**config.mk**
```make
export PLATFORM = sky130hd
export DESIGN_NAME = handshake_responder
export DESIGN_NICKNAME = d
export VERILOG_FILES = /design/src/rtl/handshake_responder.sv
export SDC_FILE = /design/constraint.sdc
export NUM_CORES = 1
export LEC_CHECK = 0
export ABC_AREA = 1
export BUFFER_PORTS_ARGS = -buffer_cell sky130_fd_sc_hd__buf_2
export CORE_MARGIN = 5
export CORE_UTILIZATION = 38
export DETAILED_ROUTE_END_ITERATION = 10
export PLACE_DENSITY = 0.56
export SLEW_MARGIN = 20
export SYNTH_ARGS = -nofsm -noshare
export SYNTH_HDL_FRONTEND = slang
export SYNTH_SLANG_ARGS = --single-unit
```
**constraint.sdc**
```tcl
create_clock -name clk -period 3.5 [get_ports clk]
set_clock_uncertainty 0.1 [all_clocks]
set_input_delay 0.7 -clock clk [delete_from_list [all_inputs] [get_ports clk]]
set_output_delay 0.7 -clock clk [all_outputs]
set_load 0.01 [all_outputs]
```
**src/rtl/handshake_responder.sv**
```systemverilog
// handshake_responder: req/ack responder with a clamped, per-request ack latency.
// Ports:
//   clk          - rising-edge clock
//   reset        - synchronous active-high reset
//   req          - request, held high by the initiator until ack
//   req_data     - request payload, captured in the accept cycle
//   delay_sel    - requested ack latency, captured in the accept cycle
//   ack          - one-cycle acknowledge pulse
//   rsp_data     - inverted captured payload while ack=1, zero otherwise
//   busy         - high whenever the FSM is outside IDLE
//   req_drop_err - one-cycle pulse when req falls before ack
//   done_count   - saturating count of completed handshakes
module handshake_responder #(
    parameter int MIN_ACK_CYCLE = 2,
    parameter int MAX_ACK_CYCLE = 4,
    parameter int DATA_WIDTH    = 8
) (
    input  logic                  clk,
    input  logic                  reset,
    input  logic                  req,
    input  logic [DATA_WIDTH-1:0] req_data,
    input  logic [3:0]            delay_sel,
    output logic                  ack,
    output logic [DATA_WIDTH-1:0] rsp_data,
    output logic                  busy,
    output logic                  req_drop_err,
    output logic [15:0]           done_count
);
    typedef enum logic [1:0] {IDLE, WAIT, ACK, RELEASE} state_t;

    localparam logic [3:0] MIN_L = 4'(MIN_ACK_CYCLE);
    localparam logic [3:0] MAX_L = 4'(MAX_ACK_CYCLE);

    state_t                state_q;
    logic [3:0]            cnt_q;
    logic [DATA_WIDTH-1:0] data_q;
    logic                  ack_q;
    logic [DATA_WIDTH-1:0] rsp_q;
    logic                  busy_q;
    logic                  err_q;
    logic [15:0]           done_q;
    logic [3:0]            lat_d;

    assign lat_d = delay_sel < MIN_L ? MIN_L : (delay_sel > MAX_L ? MAX_L : delay_sel);

    // Counter holds L-1 in the first WAIT cycle and counts down to 1, so WAIT
    // spans L-1 cycles and ACK lands in cycle L. A drop takes priority over ack.
    always_ff @(posedge clk) begin
        if (reset) begin
            state_q <= IDLE;
            cnt_q   <= '0;
            data_q  <= '0;
            ack_q   <= 1'b0;
            rsp_q   <= '0;
            busy_q  <= 1'b0;
            err_q   <= 1'b0;
            done_q  <= '0;
        end else begin
            ack_q <= 1'b0;
            rsp_q <= '0;
            err_q <= 1'b0;
            case (state_q)
                IDLE: if (req) begin
                    state_q <= WAIT;
                    data_q  <= req_data;
                    cnt_q   <= lat_d - 4'd1;
                    busy_q  <= 1'b1;
                end
                WAIT: if (!req) begin
                    state_q <= IDLE;
                    err_q   <= 1'b1;
                    busy_q  <= 1'b0;
                end else if (cnt_q <= 4'd1) begin
                    state_q <= ACK;
                    ack_q   <= 1'b1;
                    rsp_q   <= ~data_q;
                    done_q  <= done_q == 16'hFFFF ? done_q : done_q + 16'd1;
                end else begin
                    cnt_q <= cnt_q - 4'd1;
                end
                ACK: state_q <= RELEASE;
                RELEASE: if (!req) begin
                    state_q <= IDLE;
                    busy_q  <= 1'b0;
                end
                default: state_q <= IDLE;
            endcase
        end
    end

    assign ack          = ack_q;
    assign rsp_data     = rsp_q;
    assign busy         = busy_q;
    assign req_drop_err = err_q;
    assign done_count   = done_q;
endmodule

```
Word-level counts from Yosys, hierarchy flattened
Cells that the tools add are included.
Storage, ports and cells
  bits in registers: 41
  word-level logic and storage cells: 57
  output and inout port bits: 27
Cells by class
  reduce and logical (&&, ||, !) cells: 12
  equality and inequality tests: 10
  add/subtract/negate cells: 3
  bitwise operators: 5
  muxes and demuxes: 16
  $lt $le $gt $ge: 3
Operators by type and width (count)
  $mux W4: 5
  $add A16 B1 Y16 const B: 1
  $eq A16 B16 Y1 const B: 1
  $ne A2 B2 Y1 const B: 5
  $mux W2: 4
  $not A8 Y8: 1
  $pmux W2 S4: 1
  $pmux W4 S2: 1
  $reduce_and A4 Y1: 2
  $sub A4 B1 Y4 const B: 2
  $reduce_and A3 Y1: 2
  $eq A2 B2 Y1 const B: 2
  $gt A4 B3 Y1 const B: 1
  $le A4 B1 Y1 const B: 1
  $lt A4 B2 Y1 const B: 1
  $mux W1: 4
  $not A1 Y1: 4
  $reduce_bool A2 Y1: 2
  $reduce_or A2 Y1: 2
  $reduce_or A4 Y1: 1
  $ne A3 B3 Y1 const B: 1
  $reduce_or A3 Y1: 1
  $eq A2 B1 Y1 const B: 1
  $logic_not A2 Y1: 1
  other kinds (2): 2

Longest topological paths before layout
  word-level depth: 6
  gate-level depth with buffers: 13

Worst setup path after synthesis
Ideal clock, no wire load.
  path type: input to register
  start: input port delay_sel[3]
  end: register cnt_q[1]
  slack: 1695 ps
  cell stages on the path: 8
  required time: 3280 ps
  arrival time: 1585 ps
  buffers on the path: 0
  library setup time: 120 ps
  cell sequence: nor2_1 > nand3_1 > ha_1 > inv_1 > nand2_1 > o21ai_0 > o21ai_0 > a21oi_1
Between the ends
  word-level cells in the longest chain between the ends: 6
Ends and longest elaborated chain
  start: declaration: RTL line 22  | input logic [3:0] delay_sel,
  $gt A4 B3 Y1: RTL line 44  | assign lat_d = delay_sel < MIN_L ? MIN_L : (delay_sel > MAX_L ? MAX_L : delay_sel);
  $mux W4: RTL line 44
  $mux W4 *: RTL line 44
  $sub A4 B1 Y4 *: RTL line 66  | cnt_q <= lat_d - 4'd1;
  $mux W4 *: RTL line 63  | IDLE: if (req) begin
  $pmux W4 S2 *: RTL line 62  | case (state_q)
  end signal: assignment: RTL line 66
  end signal: assignment: RTL line 79  | cnt_q <= cnt_q - 4'd1;
  end: declaration: RTL line 35  | logic [3:0] cnt_q;
Every way passes the cells marked *; elsewhere a longest branch is shown, timed or not. The select of a mux whose other input is x is not followed.
A chain may end at the register's enable or synchronous reset.

Final worst setup path
  start: register cnt_q[1]
  end: register done_q[11] (netlist: done_count[11])
Between the ends
  word-level cells in the longest chain between the ends: 2
Ends and longest elaborated chain
  $le A4 B1 Y1: RTL line 73  | end else if (cnt_q <= 4'd1) begin
  $reduce_and A4 Y1 (no source line)
  end signal: assignment: RTL line 77  | done_q <= done_q == 16'hFFFF ? done_q : done_q + 16'd1;
  end: declaration: RTL line 41  | logic [15:0] done_q;
Every way passes these cells.

==> summary by stage <==
Worst setup path
The highest net fanout along the worst path is 11. The signal on the critical path passes through inv_1, ha_1, inv_1, nand2_1, nand3_2, nor2_2, inv_2, nor2_4, nand2_1, a21oi_2. For this design, the slowest cell found on the critical path is sky130_fd_sc_hd__nor2_2. The worst setup path is launched from a flop. Data on the critical path is required at its endpoint by 3630 ps. The number of cell instances on the worst register-to-register path is 10. The worst setup path is of the flop to flop kind. The critical path runs through a total of 10 cells. The data arrival time of the critical path is 2130 ps. The origin of the critical flop-to-flop path is cnt_q[1].

In this run the worst setup path terminates at done_count[11]. The endpoint identified for the worst register-to-register timing path is done_count[11]. On the critical path the largest part of the delay comes from simple AND/OR/NAND/NOR gates. The type of element capturing the critical path is a flop. The worst setup path startpoint is cnt_q[1]. Across all register-to-register paths, the minimum setup slack is 1500 ps.

The sum of buffers and inverters on the critical path is 3. The peak per-stage delay on the critical path is 440 ps.

CTS
The number of CTS-inserted buffers is 5. The tree is rooted in a sky130_fd_sc_hd__clkbuf_8. The TritonCTS clock tree is yes. The H-tree was split into 2 levels. The quantity of gates resized following cts is 0.

Buffers added to address setup during post-CTS repair amount to 0. The clock latency reported for the late side of the worst-skew pair is 290 ps. Clock-pin slew was measured on the worst setup and hold paths at 80 ps. The number of sinks driven by the clock tree is 41.

The number of buffers added to fix hold violations after cts is 0. The maximum root-to-sink buffer count is 2.

Logic synthesis
In this run the cell area of the synthesized design comes to 2013 sq um. When the netlist entered floorplanning its net count stood at 295. By area the synthesized netlist is led by sky130_fd_sc_hd__dfxtp_1, sky130_fd_sc_hd__nand2_1, sky130_fd_sc_hd__nand3_1, sky130_fd_sc_hd__nor2_1, sky130_fd_sc_hd__inv_1. After synthesis, flip-flops and latches occupy 40.77% of the total area.

The number of synthesis warnings is 0. After synthesis the netlist holds a flip-flop and latch count of 41. In this run the mean area of a mapped cell was 7.294 sq um. After synthesis, the netlist uses 25 different library cells. The top cell type by area accounts for 40.77% of the synthesized area. The synthesized instance count is 276. The post-synthesis cell type with the largest combined area is sky130_fd_sc_hd__dfxtp_1.

Die
The placeable core area is 5140 sq um. The number of placement rows is 26. The floorplan die width is 82.79 microns. The initial standard-cell utilization of the core is 39.17%. The vertical die dimension is 82.79 microns. The die covers 6853 sq um. 42 I/O pins were placed.

STA
The achievable clock frequency is 501.0 MHz. The share of the clock period used by the worst path after layout is 57.03%. The number of max-slew violations in the final report is 0.

The count of final setup violators is 0. For the pin with the worst max-slew slack, the measured transition is 627.3 ps. The remaining max-slew budget at the tightest pin is 58.03%. In the final timing run, aggregate negative setup slack is 0 ps. The final count of hold timing violations is 0. Setup repair after global routing left no endpoint under its margin. The smallest hold slack is 312.7 ps. In the post-route analysis, the smallest setup slack over all paths is 1504 ps. The minimum period implied by the final worst setup slack is 1996 ps.

Power and ir drop
The design draws 1.006 mW. The static leakage is 1.069 nW. The power density normalized to cell area is 423.5 nW/um^2. The net switching power figure is 260.9 uW.

Combinational logic burns 11.3% of the power. Internal power comes to 744.8 uW. Of the total power, registers draw 50.2%. The clock network fraction of design power is 38.5%. Net switching is 25.95% of the power.

The largest voltage drop on the vdd net is 0.0002210 V.

Route
The number of violations reported at the end of detailed-routing iteration 0 is 83. The DRC violation count after routing is 0. Before antenna repair, the detailed router went through 4 iterations. Once detail routing completed, the nets flagged for antenna violations numbered 0. Dividing the detail-routed via count by the number of cells gives 4.585. In the final routed layout, each cell accounts on average for 11.25 microns. The final route contains 1788 vias. After detailed routing, the total wire length is 4388 microns.

Global route
The global-route wire length before repair is 7541 microns. Entering global routing, the biggest net connects 19 pins. The global-route total usage across every layer is 14.42%. The via count of the first global-routing pass is 1665.

The total overflow reported by the global router is 0. The number of antenna violations at the first check in global routing is 0.

Layout
The total inserted antenna cells is 0. From synthesis to final layout, the design area changed by 17.96%. Leaving out fill and tap cells, the most frequent cells in the layout are sky130_fd_sc_hd__nand2_1, sky130_fd_sc_hd__dfxtp_1, sky130_fd_sc_hd__buf_2. The most common library cell in the layout ignoring fill and taps is sky130_fd_sc_hd__nand2_1. The utilization after layout is 46.20%. The count of fill cells added during filler insertion is 559.

At the end of the flow, the number of nets in the layout was 338. Cells with a size suffix above 1 make up 24.69% of the layout.

Outcome
The run finished with clean final reports.

Placed design
The number of buffer cells added on primary ports is 41. At the end of routability-driven placement, the weighted congestion stood at 0.8238. Before CTS, the worst setup slack after placement is 1389 ps. The placed wire-length estimate is 3286 microns.

Worst hold path
In this run the worst hold path is classified as flop to flop.

Flow run
The number of max-cap violations is 0.
==> cells by family (layout without fill, tap and decap cells) <==
kind of cell	count (synthesis)	count (layout)	share of synthesized area (%)
XOR/XNOR	6	6	2.611
AO/OA/AOI/OAI	28	28	8.825
adder cells (fa/ha/maj)	4	4	2.486
flip-flops	41	41	40.77
buffers and inverters	35	79	7.893
AND/OR/NAND/NOR	162	162	37.41
==> cell usage after synthesis (all sizes together) <==
library cell / number
nand3: 25
xnor2: 3
nand4: 4
xor2: 3
nor2: 38
buf: 3
o21ai: 11
nand3b: 3
nor3: 3
clkbuf: 2
dfxtp: 41
a21oi: 17
ha: 4
inv: 30
nand2: 89
==> worst register-to-register path, delay by kind of cell, from the launching register on <==
family          cells  cell delay (ps)
compound gates      1              120
fa+ha+maj           1              190
flops               1              320
buf+inv             3              270
simple gates        5              950
==> state kept, by name, summed over array words and instances (netlist names), named ones only <==
register,flops
state_q,1
data_q,8
rsp_data,8
done_count,16
ack,1
busy,1
req_drop_err,1
cnt_q,4
==> final cells by class <==
class	count	area (sq um)	share of cell area (%)
clock buffers	5	68.82	2.898
multi-input cells	200	1033	43.52
clock inverters	3	46.29	1.949
inverters	30	112.6	4.742
well taps	70	87.58	3.688
flip-flops and latches	41	820.8	34.56
repair buffers	41	205.2	8.641
==> power groups by stage <==
stage / registers, mW / logic, mW / clock network, mW
final: 0.505 / 0.114 / 0.387
after global routing: 0.509 / 0.135 / 0.429
after CTS: 0.505 / 0.117 / 0.404
after detailed placement: 0.515 / 0.116 / 0
after global placement: 0.515 / 0.115 / 0
after floorplan: 0.517 / 0.0835 / 0
==> metal layers <==
metal  global-route usage [%]  wire length (microns)
met3                    4.320                    181
met2                    22.92                   2035
met5                        0                      0
met1                    18.99                   2121
met4                    3.922                     49
==> per-stage QoR <==
step / cells / cell area, sq um
floorplan: 276 / 2013
global placement: 382 / 2260
detailed placement: 382 / 2260
CTS: 390 / 2375
global route: 390 / 2375
finish: 390 / 2375
==> worst min path at each step <==
stage                         start          end  slack (ps)  depth (start not counted)
after floorplan           data_q[0]  rsp_data[0]         290                          1
after global placement    data_q[6]  rsp_data[6]         300                          1
after detailed placement  data_q[1]  rsp_data[1]         300                          1
after CTS                 data_q[1]  rsp_data[1]         320                          1
after global routing      data_q[1]  rsp_data[1]         320                          1
final                     data_q[6]  rsp_data[6]         310                          1
Note: power is estimated with default switching activity, not from simulation.
